$ cat src/rtl/significand_product_resolver.sv
// Resolves a carry-save significand product into a normalized, round-to-nearest-even
// significand through a 3-stage pipeline sharing one advance enable.
module significand_product_resolver #(
    parameter int WIDTH = 8
) (
    input  logic                 CLK,
    input  logic                 RST,
    input  logic                 in_valid,
    output logic                 in_ready,
    input  logic [2*WIDTH+1:0]   in_sum,
    input  logic [2*WIDTH+1:0]   in_carry,
    output logic                 out_valid,
    input  logic                 out_ready,
    output logic [WIDTH-1:0]     out_sig,
    output logic [1:0]           out_exp_inc,
    output logic                 out_zero,
    output logic                 out_inexact,
    output logic                 out_err
);
    localparam int W = WIDTH;

    logic adv;
    assign adv      = ~out_valid | out_ready;
    assign in_ready = adv;

    // Stage 1: low half addition; the upper halves travel untouched with the carry.
    logic [W+1:0] lo_add;
    assign lo_add = {1'b0, in_sum[W:0]} + {1'b0, in_carry[W:0]};

    logic         s1_valid_reg;
    logic         s1_cy_reg;
    logic [W:0]   s1_lo_reg;
    logic [W:0]   s1_sum_hi_reg;
    logic [W:0]   s1_car_hi_reg;

    always_ff @(posedge CLK) begin
        if (RST) begin
            s1_valid_reg <= 1'b0;
        end else if (adv) begin
            s1_valid_reg  <= in_valid;
            s1_lo_reg     <= lo_add[W:0];
            s1_cy_reg     <= lo_add[W+1];
            s1_sum_hi_reg <= in_sum[2*W+1:W+1];
            s1_car_hi_reg <= in_carry[2*W+1:W+1];
        end
    end

    // Stage 2: finish the addition and normalize.
    logic [W:0]     hi_add;
    logic [2*W+1:0] prod;
    assign hi_add = s1_sum_hi_reg + s1_car_hi_reg + {{W{1'b0}}, s1_cy_reg};
    assign prod   = {hi_add, s1_lo_reg};

    logic [W-1:0] norm_sig_next;
    logic         guard_next;
    logic         sticky_next;
    logic         norm_next;
    logic         zero_next;
    logic         err_next;

    always_comb begin
        norm_sig_next = prod[2*W-2:W-1];
        guard_next    = prod[W-2];
        sticky_next   = |prod[W-3:0];
        norm_next     = 1'b0;
        if (prod[2*W-1]) begin
            norm_sig_next = prod[2*W-1:W];
            guard_next    = prod[W-1];
            sticky_next   = |prod[W-2:0];
            norm_next     = 1'b1;
        end
        zero_next = ~|prod[2*W-1:0];
        err_next  = |prod[2*W+1:2*W];
    end

    logic         s2_valid_reg;
    logic [W-1:0] s2_sig_reg;
    logic         s2_guard_reg;
    logic         s2_sticky_reg;
    logic         s2_norm_reg;
    logic         s2_zero_reg;
    logic         s2_err_reg;

    always_ff @(posedge CLK) begin
        if (RST) begin
            s2_valid_reg <= 1'b0;
        end else if (adv) begin
            s2_valid_reg  <= s1_valid_reg;
            s2_sig_reg    <= norm_sig_next;
            s2_guard_reg  <= guard_next;
            s2_sticky_reg <= sticky_next;
            s2_norm_reg   <= norm_next;
            s2_zero_reg   <= zero_next;
            s2_err_reg    <= err_next;
        end
    end

    // Stage 3: round to nearest even; a carry out of the increment means all-ones rolled over.
    logic         round_up;
    logic [W:0]   sig_inc;
    logic         ovf;
    logic [W-1:0] sig_next;
    logic [1:0]   exp_inc_next;

    always_comb begin
        round_up     = s2_guard_reg & (s2_sticky_reg | s2_sig_reg[0]);
        sig_inc      = {1'b0, s2_sig_reg} + {{W{1'b0}}, round_up};
        ovf          = sig_inc[W];
        sig_next     = ovf ? {1'b1, {(W-1){1'b0}}} : sig_inc[W-1:0];
        exp_inc_next = {1'b0, s2_norm_reg} + {1'b0, ovf};
    end

    logic         out_valid_reg;
    logic [W-1:0] out_sig_reg;
    logic [1:0]   out_exp_inc_reg;
    logic         out_zero_reg;
    logic         out_inexact_reg;
    logic         out_err_reg;

    always_ff @(posedge CLK) begin
        if (RST) begin
            out_valid_reg   <= 1'b0;
            out_sig_reg     <= '0;
            out_exp_inc_reg <= 2'd0;
            out_zero_reg    <= 1'b0;
            out_inexact_reg <= 1'b0;
            out_err_reg     <= 1'b0;
        end else if (adv) begin
            out_valid_reg   <= s2_valid_reg;
            out_err_reg     <= s2_err_reg;
            out_zero_reg    <= s2_zero_reg;
            if (s2_zero_reg) begin
                out_sig_reg     <= '0;
                out_exp_inc_reg <= 2'd0;
                out_inexact_reg <= 1'b0;
            end else begin
                out_sig_reg     <= sig_next;
                out_exp_inc_reg <= exp_inc_next;
                out_inexact_reg <= s2_guard_reg | s2_sticky_reg;
            end
        end
    end

    assign out_valid   = out_valid_reg;
    assign out_sig     = out_sig_reg;
    assign out_exp_inc = out_exp_inc_reg;
    assign out_zero    = out_zero_reg;
    assign out_inexact = out_inexact_reg;
    assign out_err     = out_err_reg;
endmodule

$ cat config.mk
export PLATFORM = sky130hd
export DESIGN_NAME = significand_product_resolver
export DESIGN_NICKNAME = d
export VERILOG_FILES = /design/src/rtl/significand_product_resolver.sv
export SDC_FILE = /design/constraint.sdc
export NUM_CORES = 1
export LEC_CHECK = 0
export BUFFER_PORTS_ARGS = -buffer_cell sky130_fd_sc_hd__clkbuf_2
export CELL_PAD_IN_SITES_DETAIL_PLACEMENT = 1
export CELL_PAD_IN_SITES_GLOBAL_PLACEMENT = 1
export CORE_AREA = 2 2 79 100
export CTS_BUF_LIST = sky130_fd_sc_hd__clkbuf_8 sky130_fd_sc_hd__clkbuf_16
export DETAILED_ROUTE_END_ITERATION = 10
export DIE_AREA = 0 0 81 102
export PLACE_DENSITY_LB_ADDON = 0.08
export SYNTH_ARGS = -nofsm -noshare
export SYNTH_HDL_FRONTEND = slang
export SYNTH_SLANG_ARGS = --single-unit
$ cat constraint.sdc
create_clock -name CLK -period 3.1 [get_ports CLK]
set_input_delay 0.62 -clock CLK [delete_from_list [all_inputs] [get_ports CLK]]
set_output_delay 0.62 -clock CLK [all_outputs]
set_load 0.02 [all_outputs]
### Word-level counts from Yosys, hierarchy flattened

Cells that the tools add are included.

* add/sub/neg operators: 5
* $mul: 0
* bitwise operators: 6
* shifts and indexed selects: 0
* equality and inequality tests: 0
* div/mod/pow operators: 0
* $lt $le $gt $ge: 0
* mux-type cells: 8
* reductions and logical operators: 6

Operator list (number)
* $mux W8: 2
* $reduce_or A16 Y1: 1
* $add A9 B9 Y10: 1
* $add A8 B1 Y9: 1
* $add A9 B1 Y9: 1
* $add A9 B9 Y9: 1
* $mux W7: 1
* $reduce_or A7 Y1: 1
* $reduce_or A6 Y1: 1
* $mux W1: 4
* $or A1 B1 Y1: 3
* $add A1 B1 Y2: 1
* $mux W2: 1
* $not A1 Y1: 2
* $reduce_and A2 Y1: 1
* $reduce_or A2 Y1: 1
* $and A1 B1 Y1: 1
* $logic_not A1 Y1: 1

* bits in registers: 57
* logic and storage cells: 44
* output and inout port bits: 15
* bits in latches: 0
* memory bits (read-only): 0
* memories: 0
* input bits: 40
* bits in writable memories: 0

### Logic depth before layout (Yosys ltp)

Gate-level depths: netlist of run 1.

* depth in word-level cells: 5
* depth in mapped cells: 9
* depth with buffers taken out: 8

### Worst setup path after synthesis of run 1

No wires, ideal clock.

* path kind: input to register
* start point: input out_ready
* end point: register s1_car_hi_reg[0], enable pin
* buffers on the path: 2
* setup time: 0.440 ns
* arrival time: 2.818 ns
* path slack: -0.157 ns
* cell stages on the path: 4
* required time: 2.660 ns
* path through: nor2b_1 -> clkbuf_1 -> clkbuf_1 -> nor2_1

* word-level cells in the longest chain between the ends: 2

Ends and longest elaborated chain
* start: declaration: RTL line 13 `input logic out_ready,`
* $or A1 B1 Y1: RTL line 23 `assign adv = ~out_valid | out_ready;`
* $reduce_and A2 Y1 (no source line)
* end signal: assignment: RTL line 44 `s1_car_hi_reg <= in_carry[2*W+1:W+1];`
* end: declaration: RTL line 34 `logic [W:0] s1_car_hi_reg;`

Every way passes these cells.
A chain may end at the register's enable or synchronous reset.

### Worst setup path in the final report of run 1

* start point: register s1_sum_hi_reg[0]
* end point: register s2_sig_reg[4], data pin

* word-level cells in the longest chain between the ends: 3

Ends and longest elaborated chain
* start: declaration: RTL line 33 `logic [W:0] s1_sum_hi_reg;`
* start signal: assignment: RTL line 43 `s1_sum_hi_reg <= in_sum[2*W+1:W+1];`
* $add A9 B9 Y9: RTL line 51 `assign hi_add = s1_sum_hi_reg + s1_car_hi_reg + {{W{1'b0}}, s1_cy_reg};`
* $add A9 B1 Y9: RTL line 51
* $mux W7: RTL line 66 `if (prod[2*W-1]) begin`
* net norm_sig_next[4]: RTL line 54 `logic [W-1:0] norm_sig_next;`
* end signal: assignment: RTL line 89 `s2_sig_reg <= norm_sig_next;`
* end: declaration: RTL line 77 `logic [W-1:0] s2_sig_reg;`

The timed path passes the listed nets, and every way through them passes these cells.

==> out/metrics.cfg, run 1 <==
[run_status]
status = complete, no violations

[timing]
worst_slack_ps = 373
fin_worst_skew_ps = 8.26
relSlewSlack = 0.597
period_needed_ps = 2730
fmax_mhz = 367
setup-tns-final_ps = 0
rsz0062_at_grt = no
setup_viol = 0
tightest_slew_ps = 604
hold_viol = 0
slew_viol_final = 0
min_period_over_period = 0.880
holdWs_ps = 455

[clock_tree]
ctsResizeCount = 0
path_clk_slew_ps = 70
cts_tree = yes
cts.sinks = 57
numCtsBuffers = 9
clock_path_buffers = 2
h-tree-depth = 3
root_buffer = clkbuf_8
post_cts_buffers = 0
postCtsHoldBufs = 0
clkLatencyLatePin_ps = 330

[hold_path]
hold_start = s1_valid_reg
hold-path-endpoint = s1_valid_reg
min_path_cells = 2
hp-class = reg -> reg

[worst_setup_path]
r2r-start = s1_sum_hi_reg[0]
arrival_ps = 2810
crit_fanout = 11
startpoint_type = register
r2r_setup_slack_ps = 370
cp-end-kind = register
crit_path_start = s1_sum_hi_reg[0]
rr_worst_depth = 7
crit_type = reg -> reg
required_ps = 3180
timing.rr.end = s2_sig_reg[4]

[layout]
final_core_util = 0.468
syn2layout_area_growth_pct = 21.2
mostFrequentLayoutCells = clkbuf_2 (54), edfxtp_1 (41), nor2_1 (20)
drive_gt1_frac = 0.275
fin_nets = 362
regArea_mm2 = 0.00155
mostFrequentLayoutCell = clkbuf_2
antennaDiodeCount = 0
multi_input_area_mm2 = 0.00119
fillCellCount = 818

[routing]
antenna_left = 0
firstDrtPassIters = 4
routed_wl_um = 5280
detail_route.wl_per_cell_um = 13.3
remaining_drc_errors = 0
vias_per_cell = 4.99
num_vias = 1981
drtIter0Drc = 75

[power_and_ir_drop]
totalPowerFinal_w = 0.00197
switching_share = 0.263
clkPwrFrac = 0.333
p_seq_frac = 0.483
power.internal_w = 0.00145
p_per_area_mw_per_mm2 = 580
power.switching_w = 0.000519
ir_drop_v = 0.000247
p_leak_nw = 1.42
pwr-share-comb = 0.184

[yosys]
synth-warning-count = 0
ys_ff_latch = 57
yosys.cell_types.count = 45
async_flop_share = 0
synth-main-ff-cell = edfxtp_1
syn_nets = 299
syn_area_per_cell_um2 = 11.8
synth-seq-area-share = 0.553
synthCells = 237
syn-cell-area_mm2 = 0.00281
synth_edf_count = 41

[grt]
grt.overflow.total = 0
grt_max_degree = 22
grt_usage = 0.142
grt_pass1_vias = 2010
antenna_found_initial = 0
grt_pass1_wl_um = 8830

[floorplan]
core_mm2 = 0.00727
die_area_mm2 = 0.00826
row_count = 35
initial_utilization = 0.386
ios = 55
fp.dieW_um = 81
fp.dieH_um = 102

[place]
portBuffers = 54
pre_cts_slack_ps = 365
place.detailed.hpwl_um = 4100
place_congestion = 0.743

[run]
drv_cap = 0

## worst max path at each step
stage,slack (ps),cells past startpoint,end
floorplan,520,4,s1_car_hi_reg[0]
global placement,440,7,s2_sig_reg[0]
detailed placement,360,7,s2_sig_reg[5]
finish,370,7,s2_sig_reg[4]
CTS,350,8,s2_zero_reg
global route,170,8,s2_zero_reg
## cells by family (layout without fill, tap and decap cells)
kind of cell / Yosys count / in the layout / synth area share
xor+xnor: 18 / 18 / 0.0562
buf+inv: 18 / 86 / 0.0267
flops: 57 / 57 / 0.553
compound gates: 52 / 52 / 0.129
simple gates: 65 / 65 / 0.109
fa+ha+maj: 22 / 22 / 0.106
mux: 5 / 5 / 0.0201
## worst max-delay path: stages (launching register included)
cell	delay [ps]
edfxtp_1	370
fa_1	240
inv_1	70
fa_1	380
nand2b_2	220
a211o_1	300
a211oi_4	510
mux2_2	400
## final cells by class
cell class                      count  area share
Clock buffer                       12      0.0519
Sequential cell                    57       0.456
Inverter                           13      0.0143
Tap cell                           92      0.0338
Multi-Input combinational cell    162       0.349
Timing Repair Buffer               57      0.0897
Clock inverter                      4     0.00515
## per-layer routing
layer  global-route usage  routed length [µm]  vias to the layer above
li1                     -                   -                      993
met1                0.150                2090                      938
met2                0.254                2850                       43
met3               0.0477                 249                        7
met4               0.0626                  87                        0
met5                    0                   0                        -
## cells in the mapped netlist (all sizes together), types with 2 or more instances
cell type	number	area [µm²]
a211oi	2	27.5
a21o	3	22.5
a21oi	19	95.1
a22oi	7	52.6
a31oi	2	12.5
buf	2	15.0
clkbuf	3	11.3
dfxtp	16	320
edfxtp	41	1230
fa	3	60.1
ha	19	238
inv	12	45.0
mux2	5	56.3
nand2	18	67.6
nand2b	3	21.3
nand3	6	30.0
nand4	2	12.5
nor2	21	78.8
nor3	7	35.0
o2111ai	2	23.8
o21ai	7	35.0
o21bai	2	15.0
xnor2	12	105
xor2	6	52.6
## per-stage QoR
step,instance area [µm²],cells
after floorplan,2810,237
after global placement,3210,381
after detailed placement,3210,381
after CTS,3400,397
after global routing,3400,397
final,3400,397
## power groups by stage
| stage | combinational [W] | sequential (W) | clock [W] |
|---|---|---|---|
| after floorplan | 0.000251 | 0.000979 | 0 |
| after global placement | 0.000358 | 0.000966 | 0 |
| after detailed placement | 0.000368 | 0.000969 | 0 |
| after CTS | 0.000371 | 0.000953 | 0.000676 |
| after global routing | 0.000414 | 0.000961 | 0.000714 |
| final | 0.000363 | 0.000952 | 0.000657 |
Note: power is estimated with default switching activity, not from simulation.
==> inputs of run 2 (changes only) <==
--- a/config.mk
+++ b/config.mk
@@ -8,10 +8,10 @@
 export BUFFER_PORTS_ARGS = -buffer_cell sky130_fd_sc_hd__clkbuf_2
 export CELL_PAD_IN_SITES_DETAIL_PLACEMENT = 1
 export CELL_PAD_IN_SITES_GLOBAL_PLACEMENT = 1
-export CORE_AREA = 2 2 79 100
-export CTS_BUF_LIST = sky130_fd_sc_hd__clkbuf_8 sky130_fd_sc_hd__clkbuf_16
+export CORE_AREA = 2 2 77 98
+export CTS_BUF_LIST = sky130_fd_sc_hd__clkbuf_2 sky130_fd_sc_hd__clkbuf_4 sky130_fd_sc_hd__clkbuf_8
 export DETAILED_ROUTE_END_ITERATION = 10
-export DIE_AREA = 0 0 81 102
+export DIE_AREA = 0 0 79 100
 export PLACE_DENSITY_LB_ADDON = 0.08
 export SYNTH_ARGS = -nofsm -noshare
 export SYNTH_HDL_FRONTEND = slang
==> out/metrics.cfg, run 2 (synthesized netlist as in run 1, its figures left out) <==
[grt]
grt_max_degree = 42
grt_pass1_vias = 1972
antenna_found_initial = 0
grt_usage = 0.138
grt.overflow.total = 0
grt_pass1_wl_um = 8380

[timing]
tightest_slew_ps = 538
setup_viol = 0
slew_viol_final = 0
fin_worst_skew_ps = 7.72
relSlewSlack = 0.640
fmax_mhz = 366
period_needed_ps = 2730
setup-tns-final_ps = 0
hold_viol = 0
rsz0062_at_grt = no
min_period_over_period = 0.880

[floorplan]
fp.dieW_um = 79
row_count = 35
core_mm2 = 0.00709
die_area_mm2 = 0.00790
fp.dieH_um = 100
initial_utilization = 0.396
ios = 55

[worst_setup_path]
required_ps = 3170
arrival_ps = 2800
crit_type = reg -> reg
critPathMostFrequentCell = fa_1
crit_path_start = s1_sum_hi_reg[0]
r2r_setup_slack_ps = 370
path_cells = fa_1 -> inv_1 -> fa_1 -> nand2b_2 -> a211o_1 -> a211oi_4 -> mux2_2
startpoint_type = register
r2r-start = s1_sum_hi_reg[0]
cp-end-kind = register
rr_worst_depth = 7
timing.rr.end = s2_sig_reg[4]
crit_fanout = 11
cp_slowest_stage_delay_ps = 510
crit_slowest_cell = a211oi_4

[clock_tree]
numCtsBuffers = 9
postCtsHoldBufs = 0
post_cts_buffers = 0
ctsResizeCount = 0
clock_path_buffers = 2
path_clk_slew_ps = 60
root_buffer = clkbuf_8
cts.sinks = 57
h-tree-depth = 3
cts_tree = yes
clkLatencyLatePin_ps = 330

[routing]
antenna_left = 0
firstDrtPassIters = 3
detail_route.wl_per_cell_um = 12.6
drtIter0Drc = 70
num_vias = 1959
routed_wl_um = 5000
remaining_drc_errors = 0
vias_per_cell = 4.93

[layout]
syn2layout_area_growth_pct = 20.0
mostFrequentLayoutCell = clkbuf_2
final_cell_count_no_fill = 397
drive_gt1_frac = 0.282
fin_nets = 362
antennaDiodeCount = 0
mostFrequentLayoutCells = clkbuf_2 (54), edfxtp_1 (41), nor2_1 (20)

[power_and_ir_drop]
ir_drop_v = 0.000213
totalPowerFinal_w = 0.00191
p_leak_nw = 1.40
p_per_area_mw_per_mm2 = 567

[place]
portBuffers = 54
place.detailed.hpwl_um = 3880
place_congestion = 0.752
place_inst = 381

[run_status]
status = complete, no violations

[hold_path]
hold_start = out_zero
hold-path-endpoint = out_zero
hp-class = reg -> reg
min_path_cells = 2

[run]
drv_cap = 0

==> run 2: cell count changes in the layout (fill, tap and decap cells not counted) <==
| cell | before | now |
|---|---|---|
| clkbuf_4 | 0 | 2 |
| clkinv_2 | 2 | 4 |
| inv_1 | 14 | 12 |
| buf_12 | 1 | 0 |
| buf_4 | 2 | 3 |
| clkbuf_16 | 1 | 0 |
| clkbuf_8 | 11 | 10 |
==> run 2: report_power, final <==
part,internal [W],leakage [nW],switching [W]
clock network,0.000324,0.0967,0.000273
logic,0.000164,0.776,0.000197
registers,0.000913,0.528,0.0000375
==> run 2: layout make-up <==
cell class,instances,area [µm²]
clock buffer,12,153
clock inverter,4,20.0
fill,815,3730
inverter,13,48.8
multi-input combinational,162,1190
sequential,57,1550
tap,92,115
timing repair buffer,57,293
==> run 2: routing by layer <==
layer / global-route usage / part of all wire
met5: 0 / 0
met4: 0.0809 / 0.022
met3: 0.0405 / 0.051
met2: 0.249 / 0.53
met1: 0.140 / 0.40
==> run 2: worst max path at each step <==
stage / to / slack, ps / depth (start not counted)
after floorplan: s1_car_hi_reg[0] / 520 / 4
after global placement: s2_sig_reg[0] / 430 / 7
after detailed placement: s2_sig_reg[4] / 360 / 7
after CTS: s2_sig_reg[4] / 360 / 7
after global routing: s2_zero_reg / 200 / 8
final: s2_sig_reg[4] / 370 / 7
==> run 2: critical path: cells and delay by family (launching register included) <==
family,cells,cell delay (ps)
DFF,1,350
muxes,1,400
buffers and inverters,1,70
AOI/OAI and AO/OA,2,810
adders and majority gates,2,630
and+or+nand+nor,1,220
==> run 2: per-stage QoR <==
stage          area, µm²  hold WS [ps]  setup slack [ps]  utilization
4_1_cts             3370           447               359        0.475
2_1_floorplan       2810           432               524            -
3_3_place_gp        3200           442               426        0.450
3_5_place_dp        3200           449               362        0.450
6_report            3370           453               371        0.475
5_1_grt             3370           439               196        0.475
